[config.mk]
export PLATFORM = sky130hd
export DESIGN_NAME = program_memory_arbiter
export DESIGN_NICKNAME = d
export VERILOG_FILES = /design/src/rtl/pmem_arb_pkg.sv /design/src/rtl/rr_arbiter.sv /design/src/rtl/program_memory_arbiter.sv
export SDC_FILE = /design/constraint.sdc
export NUM_CORES = 1
export LEC_CHECK = 0
export ABC_AREA = 0
export ABC_CLOCK_PERIOD_IN_PS = 9900
export BUFFER_PORTS_ARGS = -buffer_cell sky130_fd_sc_hd__buf_2
export CORE_MARGIN = 2
export CORE_UTILIZATION = 50
export DETAILED_ROUTE_END_ITERATION = 10
export PLACE_DENSITY = 0.79
export SETUP_SLACK_MARGIN = 0.15
export SLEW_MARGIN = 0
export SYNTH_ARGS = -nofsm -noshare
export SYNTH_HDL_FRONTEND = slang
export SYNTH_HIERARCHICAL = 1
export SYNTH_SLANG_ARGS = --single-unit
export TNS_END_PERCENT = 1
[constraint.sdc]
create_clock -name clk -period 9.9 [get_ports clk]
set_input_delay 0.99 -clock clk [delete_from_list [all_inputs] [get_ports clk]]
set_output_delay 0.99 -clock clk [all_outputs]
set_load 0.01 [all_outputs]
[src/rtl/pmem_arb_pkg.sv]
// Shared types and helpers for the program memory arbiter.
// Holds the width defaults and the round-robin pick function.
package pmem_arb_pkg;

    localparam int ADDR_W_DEF = 8;
    localparam int DATA_W_DEF = 8;
    localparam int MAX_CORES  = 8;
    localparam int IDX_W      = 3;

    typedef struct packed {
        logic             found;
        logic [IDX_W-1:0] idx;
    } pick_t;

    // First set bit of elig scanning ptr, ptr+1, ... wrapping at n.
    function automatic pick_t rr_pick(
        input logic [MAX_CORES-1:0] elig,
        input logic [IDX_W-1:0]     ptr,
        input int                   n
    );
        pick_t r;
        int    c;
        r = '0;
        for (int k = 0; k < MAX_CORES; k++) begin
            c = int'(ptr) + k;
            if (c >= n) c = c - n;
            if (k < n && !r.found && elig[c[IDX_W-1:0]]) begin
                r.found = 1'b1;
                r.idx   = c[IDX_W-1:0];
            end
        end
        return r;
    endfunction

endpackage

[src/rtl/rr_arbiter.sv]
// Round-robin winner selection with its priority pointer.
// The pointer moves to one past the winner after each grant.
module rr_arbiter
    import pmem_arb_pkg::*;
#(
    parameter int NUM_CORES = 4
) (
    input  logic                 clk,
    input  logic                 reset,
    input  logic [NUM_CORES-1:0] eligible,
    output logic                 grant_found,
    output logic [IDX_W-1:0]     grant_idx
);

    logic [IDX_W-1:0]     ptr;
    logic [MAX_CORES-1:0] elig_ext;
    logic [IDX_W:0]       nxt;
    pick_t                pick;

    // Widen the request mask and pick the next winner.
    always_comb begin
        elig_ext = '0;
        elig_ext[NUM_CORES-1:0] = eligible;
        pick = rr_pick(elig_ext, ptr, NUM_CORES);
    end

    assign grant_found = pick.found;
    assign grant_idx   = pick.idx;
    assign nxt         = {1'b0, pick.idx} + (IDX_W+1)'(1);

    // Advance the pointer past the winner, wrapping to core 0.
    always_ff @(posedge clk) begin
        if (!reset) begin
            ptr <= '0;
        end else if (pick.found) begin
            if (nxt == (IDX_W+1)'(NUM_CORES))
                ptr <= '0;
            else
                ptr <= nxt[IDX_W-1:0];
        end
    end

endmodule

[src/rtl/program_memory_arbiter.sv]
// Shares one combinational program ROM among several fetch ports.
// Two-stage pipe: arbitrate+coalesce, then steer ROM data back.
module program_memory_arbiter
    import pmem_arb_pkg::*;
#(
    parameter int NUM_CORES = 4,
    parameter int ADDR_W    = ADDR_W_DEF,
    parameter int DATA_W    = DATA_W_DEF
) (
    input  logic                        clk,
    input  logic                        reset,
    input  logic [NUM_CORES-1:0]        core_req,
    input  logic [NUM_CORES*ADDR_W-1:0] core_addr,
    output logic [NUM_CORES-1:0]        core_valid,
    output logic [NUM_CORES*DATA_W-1:0] core_rdata,
    output logic [ADDR_W-1:0]           mem_addr,
    input  logic [DATA_W-1:0]           mem_data,
    output logic                        busy
);

    logic [NUM_CORES-1:0] serve_q;
    logic [NUM_CORES-1:0] serve_d;
    logic [NUM_CORES-1:0] eligible;
    logic                 grant_found;
    logic [IDX_W-1:0]     grant_idx;
    logic [ADDR_W-1:0]    win_addr;

    // A core in flight or just answered still holds its old request.
    assign eligible = core_req & ~serve_q & ~core_valid;

    rr_arbiter #(
        .NUM_CORES (NUM_CORES)
    ) u_rr (
        .clk         (clk),
        .reset       (reset),
        .eligible    (eligible),
        .grant_found (grant_found),
        .grant_idx   (grant_idx)
    );

    // Select the winning core's address.
    always_comb begin
        win_addr = '0;
        for (int i = 0; i < NUM_CORES; i++) begin
            if (IDX_W'(i) == grant_idx)
                win_addr = core_addr[i*ADDR_W +: ADDR_W];
        end
    end

    // Every eligible core fetching the winner's address rides along.
    always_comb begin
        serve_d = '0;
        for (int i = 0; i < NUM_CORES; i++) begin
            serve_d[i] = grant_found && eligible[i] &&
                (core_addr[i*ADDR_W +: ADDR_W] == win_addr);
        end
    end

    // Stage 1: register the ROM address and the serve mask.
    always_ff @(posedge clk) begin
        if (!reset) begin
            mem_addr <= '0;
            serve_q  <= '0;
            busy     <= 1'b0;
        end else if (grant_found) begin
            mem_addr <= win_addr;
            serve_q  <= serve_d;
            busy     <= 1'b1;
        end else begin
            serve_q  <= '0;
            busy     <= 1'b0;
        end
    end

    // Stage 2: capture ROM data into each served core's slot.
    always_ff @(posedge clk) begin
        if (!reset) begin
            core_valid <= '0;
            core_rdata <= '0;
        end else begin
            core_valid <= serve_q;
            for (int i = 0; i < NUM_CORES; i++) begin
                if (serve_q[i])
                    core_rdata[i*DATA_W +: DATA_W] <= mem_data;
            end
        end
    end

endmodule

[After elaboration in Yosys (flattened, before gate mapping)]
Cells that the tools add are included.
Operators by class
  $add $sub $neg: 8
  magnitude comparators: 8
  eq/ne operators: 8
  mux-type cells: 22
  bitwise logic cells: 4
  reductions and logical operators: 16
Operators with widths (count)
  $eq 8x8->1: 4
  $mux 8: 4
  $lt 3x4->1 const B: 4
  $mux 4: 4
  $mux 3: 5
  $bmux 1 s3: 4
  $ge 4x3->1 const B: 3
  $sub 3x3->3 const B: 4
  $logic_and 1x1->1: 11
  $add 3x1->4 const B: 2
  $add 3x2->4 const B: 2
  $and 4x4->4: 2
  $not 4->4: 2
  $eq 2x3->1 const A: 2
  $mux 1: 5
  $eq 4x3->1 const B: 1
  $eq 1x3->1 const A: 1
  $ge 3x3->1 const B: 1
  $logic_not 1->1: 3
  $logic_not 3->1: 1
  $reduce_and 2->1: 1
Word-level totals
  flip-flop bits (word level): 52
  input port bits: 46
  output and inout port bits: 45

[Logic depth before layout (Yosys ltp)]
Gate-level depths: netlist (run 1).
  depth after elaboration: 22
  depth in mapped cells: 15
  depth with buffers taken out: 12

[Cells and area by module]
Netlist (run 1), hierarchy kept.
Modules (own cells, without submodules)
  program_memory_arbiter: times used 1, cells an instance 280, area each 2712.6 um2, sequential area each 980.9 um2
  rr_arbiter: times used 1, cells an instance 50, area each 432.9 um2, sequential area each 60.1 um2

[Worst setup path before layout (run 1)]
No wires, ideal clock.
  path type: input-to-reg
  from: input core_req[2]
  to: register serve_q[1]
  arrival time: 3488 ps
  required time: 9812 ps
  path slack: 6324 ps
  cell stages on the path: 13
  cells stage by stage: nor3b_1 > mux4_1 > o21ai_2 > o21ai_0 > a21oi_1 > a31oi_1 > buf_6 > buf_6 > mux2i_1 > mux2_2 > nor4_1 > o2111ai_1 > nor4_2
Between the ends
  word-level cells in the longest chain between the ends: 21
Ends and longest elaborated chain
  start, declared: RTL line program_memory_arbiter.sv:12  | input logic [NUM_CORES-1:0] core_req,
  $and 4x4->4 (*) (2 in a row): RTL line program_memory_arbiter.sv:29  | assign eligible = core_req & ~serve_q & ~core_valid;
  $bmux 1 s3: RTL line pmem_arb_pkg.sv:27  | if (k < n && !r.found && elig[c[IDX_W-1:0]]) begin
  $mux 1 (implied by the code): RTL line pmem_arb_pkg.sv:27
  $mux 4: RTL line pmem_arb_pkg.sv:27
  $logic_not 1->1: RTL line pmem_arb_pkg.sv:27
  $logic_and 1x1->1: RTL line pmem_arb_pkg.sv:27
  $mux 4: RTL line pmem_arb_pkg.sv:27
  $logic_not 1->1: RTL line pmem_arb_pkg.sv:27
  [... 3 more ...]
  $logic_and 1x1->1: RTL line pmem_arb_pkg.sv:27
  $mux 4 (*): RTL line pmem_arb_pkg.sv:27
  net grant_idx[1]: RTL line program_memory_arbiter.sv:25  | logic [IDX_W-1:0] grant_idx;
  $logic_not 3->1: RTL line program_memory_arbiter.sv:45  | if (IDX_W'(i) == grant_idx)
  $mux 8 (3 in a row): RTL line program_memory_arbiter.sv:45
  $mux 8 (*): RTL line program_memory_arbiter.sv:45
  $eq 8x8->1 (*): RTL line program_memory_arbiter.sv:55  | (core_addr[i*ADDR_W +: ADDR_W] == win_addr);
  $logic_and 1x1->1 (*): RTL line program_memory_arbiter.sv:54  | serve_d[i] = grant_found && eligible[i] &&
  end signal, assigned: RTL line program_memory_arbiter.sv:67  | serve_q <= serve_d;
  end, declared: RTL line program_memory_arbiter.sv:21  | logic [NUM_CORES-1:0] serve_q;
Mark *: on every way through the listed nets, which the timed path passes. The rest lies on a longest branch. The select of a mux whose other input is x is not followed.
A chain may end at the register's enable or synchronous reset.

[Final worst setup path (run 1)]
  from: input core_req[3]
  to: register serve_q[3]
Between the ends
  word-level cells in the longest chain between the ends: 21
Ends and longest elaborated chain
  $and 4x4->4 (*) (2 in a row): RTL line program_memory_arbiter.sv:29
  net eligible[3]: RTL line program_memory_arbiter.sv:23  | logic [NUM_CORES-1:0] eligible;
  $bmux 1 s3: RTL line pmem_arb_pkg.sv:27
  $mux 1 (implied by the code): RTL line pmem_arb_pkg.sv:27
  $mux 4: RTL line pmem_arb_pkg.sv:27
  $logic_not 1->1: RTL line pmem_arb_pkg.sv:27
  $logic_and 1x1->1: RTL line pmem_arb_pkg.sv:27
  $mux 4: RTL line pmem_arb_pkg.sv:27
  [... 4 more ...]
  $logic_and 1x1->1: RTL line pmem_arb_pkg.sv:27
  $mux 4 (*): RTL line pmem_arb_pkg.sv:27
  net grant_idx[1]: RTL line program_memory_arbiter.sv:25
  $logic_not 3->1: RTL line program_memory_arbiter.sv:45
  $mux 8 (3 in a row): RTL line program_memory_arbiter.sv:45
  $mux 8 (*): RTL line program_memory_arbiter.sv:45
  $eq 8x8->1 (*): RTL line program_memory_arbiter.sv:55
  $logic_and 1x1->1 (*): RTL line program_memory_arbiter.sv:54
Marks and branches as above.

==> results.cfg, run 1 <==
[synth]
synthXorXnorAreaFrac_pct = 5.85
synth_ff_type = dfxtp_1
synth-seq-cells = 52
synth_fa_ha_area_share_pct = 1.19
synth-compound-area-share_pct = 10.4
async_flop_share_pct = 0
ys.warnings.count = 6
syn_nets = 379
synth_cell_types = 54
muxShareOfSynthArea_pct = 22.9
synth-simple-area-share_pct = 21.1
syn_inst = 330
synth.yosys.seq_area_share_pct = 33.1
synth_edf_count = 0
avgSynthCellArea_um2 = 9.53
syn-cell-area_um2 = 3150
synth_top_family_by_area = multiplexers

[drt]
via_per_inst = 5.57
vias = 2690
drt_iter0_drc = 138
drc = 0
drt_wl_total_um = 7830
first_pass_iters = 4
wl_per_cell_um = 16.2
ant_nets = 0

[pwr]
p_total_mw = 0.826
ir_drop_mv = 0.151
p_per_area_nw_per_um2 = 223
p_leak_nw = 1.53

[global_routing]
grt_usage_pct = 22.6
grt_pass1_wl_um = 13000
antenna_found_initial = 0
grt_overflow_total = 0
grt_max_degree = 50
grt_pass1_vias = 2642

[placed_design]
gp_congestion = 0.882
numPortBuffers = 90
dp_hpwl_um = 5840
dp_cells = 475
postPlaceCellArea_um2 = 3580

[sta]
finalCritPeriodShare_pct = 43.7
fin_crit_ns = 4.33
drv_slew = 0
hold_viol_final = 0
max_slew.worst_pin.slew_ns = 0.752
grt_setup_unrepaired = no
relSlewSlack_pct = 49.8
setup_tns_ns = 0
final.setup_skew_ns = 0.00529
max_freq_mhz = 231
setup_viol = 0
whs_ns = 0.467

[cells_and_area]
final_cells = 483
final_area_um2 = 3700
final_common_cell = buf_2
diodes = 0
drive_gt1_share_pct = 28.4
mostFrequentLayoutCells = buf_2, mux2i_1, dfxtp_1, nor2b_1, xor2_1
nNetsFinal = 456
syn_to_final_growth_pct = 17.7

[clock_network]
clk_path_buf_depth = 2
insertion_delay_ns = 0.31
clkSlewWorstSetupHoldPaths_ns = 0.09
cts_hold_buf = 0
post_cts_buffers = 0
cts_buffers = 5
cts_sinks = 52
cts_root_buf = clkbuf_8
cts_tree = done
cts-resized-gates = 0
htree_levels = 2

[floorplanning]
dieArea_um2 = 6940
die_x_um = 83.3
ios = 91
chipHeight_um = 83.3
start_util_pct = 52.5
core_area_um2 = 5990
rows = 28

[critical_path]
timing.rr.start = u_rr/ptr[0]$_SDFFE_PN0P_
path_class = input pin to flip-flop
r2r_slack_ns = 5.61
start_kind = input pin
critPathCaptureType = flip-flop
worstRegToRegCells = 12
cp-endpoint = serve_q[3]$_SDFF_PN0_
r2r-end = serve_q[3]$_SDFF_PN0_
path_max_fanout = 26
arrival_ns = 4.52
crit_start = core_req[3]
cp.required_ns = 10.08

[run_status]
status = complete, no violations

[job]
maxCapViolCount = 0

[hold_path]
hold_start = u_rr/ptr[2]$_SDFFE_PN0P_
min_path_type = flip-flop to flip-flop
-- synthesized netlist by cell type, drive strengths merged, types with 2 or more instances --
cell type / n / area [um2]
nor2b: 43 / 269
o21ai: 8 / 47.5
mux4: 5 / 124
mux2i: 54 / 541
a22oi: 2 / 20.0
buf: 11 / 85.1
nand3: 10 / 50.1
nor3: 7 / 35.0
inv: 12 / 45.0
o21a: 2 / 15.0
clkbuf: 10 / 37.5
nand2: 7 / 26.3
o22a: 3 / 27.5
mux2: 5 / 56.3
o2111ai: 2 / 17.5
o211ai: 2 / 15.0
nand2b: 9 / 58.8
nor4: 4 / 31.3
dfxtp: 52 / 1040
nand4: 4 / 25.0
o22ai: 5 / 31.3
nor3b: 4 / 30.0
a21oi: 5 / 25.0
xor2: 13 / 114
a211oi: 3 / 22.5
o31ai: 4 / 30.0
and2: 11 / 71.3
ha: 3 / 37.5
xnor2: 8 / 70.1
nor2: 8 / 30.0
-- sequential cells by signal, summed over array words and instances (netlist names) --
register    cells
mem_addr        8
u_rr/ptr        3
core_valid      4
busy            1
serve_q         4
core_rdata     32
-- final cells by class --
cell class | instances | area [um2]
well taps | 75 | 93.8
clock buffers | 6 | 82.6
inverters | 12 | 45.0
flip-flops and latches | 52 | 1040
multi-input cells | 245 | 1940
clock inverters | 2 | 38.8
fillers | 524 | 2290
repair buffers | 91 | 458
-- critical path, stage by stage --
cell and delay [ns]:
buf_2 0.08, nor3b_1 0.61, mux4_1 0.40, o21ai_2 0.08, o21ai_0 0.18, a21oi_1 0.10, a31oi_2 0.16, buf_4 0.36
mux2i_1 0.46, mux2_2 0.38, o21ai_0 0.19, o2111ai_1 0.14, nor4_1 0.37
-- logic make-up after synthesis --
kind of cell    count (synthesis)
flops                          52
compound gates                 45
buf+inv                        33
other cells                     1
fa+ha+maj                       3
mux                            64
simple gates                  111
xor+xnor                       21
-- worst min path at each step --
stage | to | slack (ns) | cells past startpoint
6_report | u_rr/ptr[2]$_SDFFE_PN0P_ | 0.47 | 2
3_5_place_dp | u_rr/ptr[2]$_SDFFE_PN0P_ | 0.45 | 2
2_1_floorplan | u_rr/ptr[2]$_SDFFE_PN0P_ | 0.44 | 2
3_3_place_gp | u_rr/ptr[2]$_SDFFE_PN0P_ | 0.45 | 2
4_1_cts | u_rr/ptr[2]$_SDFFE_PN0P_ | 0.47 | 2
5_1_grt | u_rr/ptr[2]$_SDFFE_PN0P_ | 0.51 | 2
-- through the flow --
stage / util [%] / worst slack [ns]
2_1_floorplan: - / 6.32
3_3_place_gp: 59.8 / 5.46
3_5_place_dp: 59.8 / 5.30
4_1_cts: 61.8 / 5.60
5_1_grt: 61.8 / 5.30
6_report: 61.8 / 5.57
-- metal layers --
layer	part of all wire, %	wire, um	track usage (%)	up-vias
met5	0	0	0	-
met4	1.3	99	5.66	0
met3	7.0	546	4.97	8
met2	46	3630	36.5	107
met1	45	3550	30.6	1251
li1	-	-	-	1324
-- where the power goes --
part | total [mW] | switching (mW) | internal [mW]
clock network | 0.154 | 0.0712 | 0.0827
logic | 0.427 | 0.240 | 0.187
registers | 0.245 | 0.0195 | 0.225
No activity file was read; power rests on OpenSTA's default activity.
==> run 2: changes to the inputs <==
--- a/config.mk
+++ b/config.mk
@@ -5,13 +5,13 @@
 export SDC_FILE = /design/constraint.sdc
 export NUM_CORES = 1
 export LEC_CHECK = 0
-export ABC_AREA = 0
-export ABC_CLOCK_PERIOD_IN_PS = 9900
+export ABC_AREA = 1
+export ABC_CLOCK_PERIOD_IN_PS = 4430
 export BUFFER_PORTS_ARGS = -buffer_cell sky130_fd_sc_hd__buf_2
 export CORE_MARGIN = 2
 export CORE_UTILIZATION = 50
 export DETAILED_ROUTE_END_ITERATION = 10
-export PLACE_DENSITY = 0.79
+export PLACE_DENSITY = 0.8
 export SETUP_SLACK_MARGIN = 0.15
 export SLEW_MARGIN = 0
 export SYNTH_ARGS = -nofsm -noshare
==> constraint.sdc (replaced) <==
create_clock -name clk -period 4.43 [get_ports clk]
set_input_delay 0.443 -clock clk [delete_from_list [all_inputs] [get_ports clk]]
set_output_delay 0.443 -clock clk [all_outputs]
set_load 0.01 [all_outputs]
==> run 2 against run 1 <==
Compared with the run above:
- setup slack got worse by 4.8 ns
- non-clock buffer count increased by 1
- total power increased to 2.6 times the previous value
- die area decreased by 3.8%
- core utilization decreased by 0.43 points
- final cell count increased by 32%
- area after synthesis decreased by 4.0%
- critical path type is now flip-flop to flip-flop
- critical endpoint is now serve_q[0]$_SDFF_PN0_
==> results.cfg, run 2 <==
[clock_network]
clkSlewWorstSetupHoldPaths_ns = 0.10
clk_path_buf_depth = 2
cts_tree = done
cts_buffers = 5
cts_root_buf = clkbuf_8
htree_levels = 2
post_cts_buffers = 0
cts_hold_buf = 0
cts-resized-gates = 0
cts_sinks = 52
insertion_delay_ns = 0.30

[placed_design]
detailedPlace.worstSlack_ns = 0.661
numPortBuffers = 90
postPlaceCellArea_um2 = 3500
gp_congestion = 0.947
dp_hpwl_um = 6700

[sta]
setup_viol = 0
hold_viol_final = 0
grt_setup_unrepaired = no
finalCritPeriodShare_pct = 83.1
setup_slack_ns = 0.747
setup_tns_ns = 0
fin_crit_ns = 3.68
drv_slew = 0
max_slew.worst_pin.slew_ns = 0.618
final.setup_skew_ns = 0.0105
relSlewSlack_pct = 58.8
max_freq_mhz = 272

[cells_and_area]
reg_top3 = core_rdata (32), mem_addr (8)
final_area_um2 = 3610
diodes = 0
syn_to_final_growth_pct = 19.6
drive_gt1_share_pct = 22.5
final_common_cell = nor2_1
seq_area_um2 = 1040
mostFrequentLayoutCells = nor2_1, buf_2, nand2_1, inv_1, dfxtp_1
multi_input_area_um2 = 1680
fillers = 576
top_register = core_rdata
largest_register_ffs = 32
nNetsFinal = 609

[critical_path]
max_stage_delay_ns = 0.54
start_kind = flip-flop
critPathBufInv = 4
crit_slowest_cell = dfxtp_1
cp.required_ns = 4.65
cpMostUsedCell = nand2_1
critPathCaptureType = flip-flop
worstRegToRegCells = 22
path_max_fanout = 19
timing.rr.start = serve_q[3]$_SDFF_PN0_
path_class = flip-flop to flip-flop
crit_family = simple AND/OR/NAND/NOR gates
r2r_slack_ns = 0.75
crit_chain = clkinv_1, nand2_1, nor2_1, inv_1, nand2_1, nand3_1, nand2_2, inv_2, nand4_4, nand2_1, nand2_1, nand2_1, inv_1, nor3_2, nand2_1, nand2_2, nand2_1, nand2_1, nand2_1, nor2_1, nand3_1, nor2_1
r2r-end = serve_q[0]$_SDFF_PN0_
arrival_ns = 3.91

[drt]
drt-met1-wl_um = 3710
wl_per_cell_um = 13.4
ant_nets = 0
wl_met2_um = 4040
vias = 3347
routed.top_layer = met4
via_per_inst = 5.26
first_pass_iters = 4
drt_wl_total_um = 8550
met3_length_um = 653
drc = 0
drt_iter0_drc = 223

[synth]
syn_inst = 477
synth.yosys.seq_area_share_pct = 34.5
async_flop_share_pct = 0
syn-cell-area_um2 = 3020
synth_top_area_share_pct = 34.5
syn_nets = 526
synth-seq-cells = 52
synth_most_common_cell = nor2_1
synth_ff_type = dfxtp_1
yosysTopAreaCell = dfxtp_1
ys.warnings.count = 6
yosys-top-cells-area = dfxtp_1, nor2_1, nand2_1
synth_cell_types = 37
avgSynthCellArea_um2 = 6.33
synth.top_cells.by_count = nor2_1, nand2_1, inv_1, dfxtp_1, o21ai_0
synth_edf_count = 0

[floorplanning]
ios = 91
chipHeight_um = 81.7
core_area_um2 = 5890
rows = 28
start_util_pct = 51.3
dieArea_um2 = 6680
die_x_um = 81.7

[pwr]
ir_drop_mv = 0.380
p_leak_nw = 2.04
seqPwrFrac_pct = 25.2
internal-power_mw = 1.09
sw_frac_of_total_pct = 49.1
combPwrFrac_pct = 59.7
clkPwrFrac_pct = 15.1
p_per_area_nw_per_um2 = 591
switchingPower_mw = 1.05

[hold_path]
min_path_cells = 3
holdPathEnd = core_rdata[6]$_SDFFE_PN0P_
hold_start = mem_data[6]
min_path_type = input pin to flip-flop

[global_routing]
grt_overflow_total = 0
grt_max_degree = 45
grt_usage_pct = 25.5
antenna_found_initial = 0
grt_pass1_wl_um = 13200
grt_pass1_vias = 2862

[run_status]
status = complete, no violations

[job]
maxCapViolCount = 0
## run 2: power groups by stage
stage | Sequential (mW) | Combinational (mW) | Clock [mW]
detailed placement | 0.547 | 1.25 | 0
CTS | 0.537 | 1.26 | 0.326
finish | 0.537 | 1.27 | 0.322
floorplan | 0.555 | 0.950 | 0
global route | 0.543 | 1.43 | 0.345
global placement | 0.548 | 1.23 | 0
## run 2: metrics by stage
stage               utilization [%]  hold WS, ns  power (mW)  cells
finish                         61.4        0.420        2.13    636
global route                   61.4        0.439        2.32    636
CTS                            61.3        0.411        2.12    636
detailed placement             59.4        0.477        1.80    628
global placement               59.4        0.470        1.78    628
floorplan                         -        0.442        1.50    477
## run 2: layer usage
layer	up-vias	global-route usage (%)
met5	-	0
met4	0	8.17
met3	13	3.52
met2	157	43.5
met1	1479	33.2
li1	1698	-
## run 2: kinds of logic (layout without fill, tap and decap cells)
group	after synthesis	count (layout)	synth area share, %
other	1	1	0.124
DFF	52	52	34.5
adders and majority gates	3	3	1.24
xor gates and xnor gates	4	4	1.16
buffers and inverters	75	159	9.99
AOI/OAI and AO/OA	67	67	12.1
and+or+nand+nor	275	275	40.9
## run 2: how the worst max path moves through the flow
stage	startpoint	end	depth (start not counted)
after floorplan	serve_q[3]$_SDFF_PN0_	serve_q[3]$_SDFF_PN0_	20
after global placement	serve_q[3]$_SDFF_PN0_	serve_q[0]$_SDFF_PN0_	22
after detailed placement	serve_q[3]$_SDFF_PN0_	serve_q[0]$_SDFF_PN0_	22
after CTS	serve_q[3]$_SDFF_PN0_	serve_q[0]$_SDFF_PN0_	22
after global routing	serve_q[3]$_SDFF_PN0_	serve_q[0]$_SDFF_PN0_	22
final	serve_q[3]$_SDFF_PN0_	serve_q[0]$_SDFF_PN0_	22
## run 2: worst min-delay path, stage by stage
cell    delay (ns)
buf_2         0.12
nor2_1        0.05
nor2_1        0.08
## run 2: final cells by class
| cell class | instances | share of cell area, % |
|---|---|---|
| clock buffer | 6 | 2.01 |
| clock inverter | 2 | 1.07 |
| inverter | 59 | 6.13 |
| multi-input combinational | 350 | 46.5 |
| sequential | 52 | 28.8 |
| tap | 75 | 2.60 |
| timing repair buffer | 92 | 12.9 |
==> run 3: changes to the inputs <==
--- a/config.mk
+++ b/config.mk
@@ -5,13 +5,13 @@
 export SDC_FILE = /design/constraint.sdc
 export NUM_CORES = 1
 export LEC_CHECK = 0
-export ABC_AREA = 1
-export ABC_CLOCK_PERIOD_IN_PS = 4430
+export ABC_AREA = 0
+export ABC_CLOCK_PERIOD_IN_PS = 3580
 export BUFFER_PORTS_ARGS = -buffer_cell sky130_fd_sc_hd__buf_2
 export CORE_MARGIN = 2
 export CORE_UTILIZATION = 50
 export DETAILED_ROUTE_END_ITERATION = 10
-export PLACE_DENSITY = 0.8
+export PLACE_DENSITY = 0.79
 export SETUP_SLACK_MARGIN = 0.15
 export SLEW_MARGIN = 0
 export SYNTH_ARGS = -nofsm -noshare
==> constraint.sdc (replaced) <==
create_clock -name clk -period 3.58 [get_ports clk]
set_input_delay 0.358 -clock clk [delete_from_list [all_inputs] [get_ports clk]]
set_output_delay 0.358 -clock clk [all_outputs]
set_load 0.01 [all_outputs]
==> run 3 against run 2 <==
Compared with the run above:
- sequential share of layout area shrank 2.0 points
- flip-flop and latch count did not move
- die area grew 4.0%
- final cell count decreased by 22%
- maximum frequency grew 11%
- first-iteration DRC count shrank 25%
- critical path type unchanged
- critical endpoint is now serve_q[3]$_SDFF_PN0_
==> results.cfg, run 3 (same netlist as run 1, synthesis figures left out) <==
[clock_network]
cts_tree = done
clk_path_buf_depth = 2
cts_root_buf = clkbuf_8
cts_hold_buf = 0
clkSlewWorstSetupHoldPaths_ns = 0.10
htree_levels = 2
cts_sinks = 52
insertion_delay_ns = 0.31
cts_buffers = 5

[drt]
drt_wl_total_um = 8260
routed.top_layer = met4
vias = 2786
wl_met2_um = 3900
ant_nets = 0
via_per_inst = 5.59
wl_per_cell_um = 16.6
drt_iter0_drc = 167
met3_length_um = 613
first_pass_iters = 4
drc = 0
drt-met1-wl_um = 3640

[sta]
setup_tns_ns = 0
whs_ns = 0.360
grt_setup_unrepaired = yes
final.setup_skew_ns = 0.00429
finalCritPeriodShare_pct = 92.9
drv_slew = 0
hold_viol_final = 0
fin_crit_ns = 3.33
max_slew.worst_pin.slew_ns = 0.653
setup_viol = 0
max_freq_mhz = 301
relSlewSlack_pct = 55.4

[cells_and_area]
final_common_cell = buf_2
reg_top3 = core_rdata (32), mem_addr (8)
top_register = core_rdata
final_area_um2 = 3890
seq_area_um2 = 1040
drive_gt1_share_pct = 34.3
nNetsFinal = 471
multi_input_area_um2 = 2040
syn_to_final_growth_pct = 23.5
largest_register_ffs = 32
diodes = 0
utilization_pct = 64.9
fillers = 503
mostFrequentLayoutCells = buf_2, dfxtp_1, mux2i_1, nor2b_1, buf_4

[placed_design]
postPlaceCellArea_um2 = 3680
numPortBuffers = 90
gp_congestion = 0.911
dp_hpwl_um = 6310

[pwr]
ir_drop_mv = 0.373
combPwrFrac_pct = 59.1
p_total_mw = 2.44
p_leak_nw = 1.61
sw_frac_of_total_pct = 41.2
p_per_area_nw_per_um2 = 627
clkPwrFrac_pct = 14.5
internal-power_mw = 1.43
seqPwrFrac_pct = 26.5
switchingPower_mw = 1.00

[job]
maxCapViolCount = 0

[global_routing]
grt_usage_pct = 24.5
grt_max_degree = 50
grt_pass1_vias = 2782
grt_pass1_wl_um = 13900
antenna_found_initial = 0
grt_overflow_total = 0

[critical_path]
crit_chain = inv_1, ha_4, mux4_2, a21oi_4, a21oi_1, a31oi_4, buf_4, mux2i_2, o22ai_2, nand2b_1, o2111ai_1, nor4_1
arrival_ns = 3.54
critPathCaptureType = flip-flop
critPathBufInv = 2
start_kind = flip-flop
worstRegToRegCells = 12
path_max_fanout = 10
cp.required_ns = 3.79
max_stage_delay_ns = 0.55
crit_family = multiplexers
path_class = flip-flop to flip-flop
crit_slowest_cell = mux4_2
cp.depth = 12

[floorplanning]
start_util_pct = 52.5
dieArea_um2 = 6940
core_area_um2 = 5990
die_x_um = 83.3
chipHeight_um = 83.3
rows = 28
ios = 91

[hold_path]
min_path_cells = 3
min_path_type = input pin to flip-flop

[run_status]
status = complete, no violations
[run 3: cell type report]
cell class / instances / share of cell area (%)
multi-input cells: 245 / 52.4
flip-flops and latches: 52 / 26.8
repair buffers: 106 / 14.8
well taps: 75 / 2.41
clock buffers: 5 / 1.77
inverters: 12 / 1.16
clock inverters: 3 / 0.708
[run 3: power groups by stage]
stage / combinational [mW] / sequential (mW) / clock (mW)
global placement: 1.27 / 0.658 / 0
global route: 1.55 / 0.651 / 0.387
detailed placement: 1.28 / 0.659 / 0
floorplan: 0.973 / 0.677 / 0
CTS: 1.31 / 0.646 / 0.364
finish: 1.44 / 0.645 / 0.352
[run 3: worst register-to-register path: stages (launching register included)]
cell	delay, ns
dfxtp_1	0.34
inv_1	0.08
ha_4	0.30
mux4_2	0.55
a21oi_4	0.22
a21oi_1	0.13
a31oi_4	0.25
buf_4	0.28
mux2i_2	0.38
o22ai_2	0.18
nand2b_1	0.10
o2111ai_1	0.11
nor4_1	0.31
[run 3: final timing paths]
kind         slack (ns)                startpoint                           to
min reg2reg        0.49  u_rr/ptr[2]$_SDFFE_PN0P_     u_rr/ptr[2]$_SDFFE_PN0P_
max                0.25  u_rr/ptr[1]$_SDFFE_PN0P_        serve_q[3]$_SDFF_PN0_
min                0.36               mem_data[2]  core_rdata[18]$_SDFFE_PN0P_
max reg2reg        0.25  u_rr/ptr[1]$_SDFFE_PN0P_        serve_q[3]$_SDFF_PN0_
[run 3: through the flow]
step,std cells,setup slack [ns]
finish,498,0.252
global route,498,0.119
CTS,496,0.0805
detailed placement,488,-0.179
global placement,488,-0.175
floorplan,330,0.271
[run 3: repair_timing]
action                     CTS  global route
gates resized for setup      5            13
cloned                       0             0
pin swaps                    0             0
setup endpoints to repair    4             8
setup buffers                0             2
[run 3: per-layer routing]
metal / vias to the layer above / track usage (%)
met4: 0 / 7.15
met5: - / 0
met2: 109 / 38.7
met1: 1307 / 33.6
met3: 14 / 5.47
li1: 1356 / -
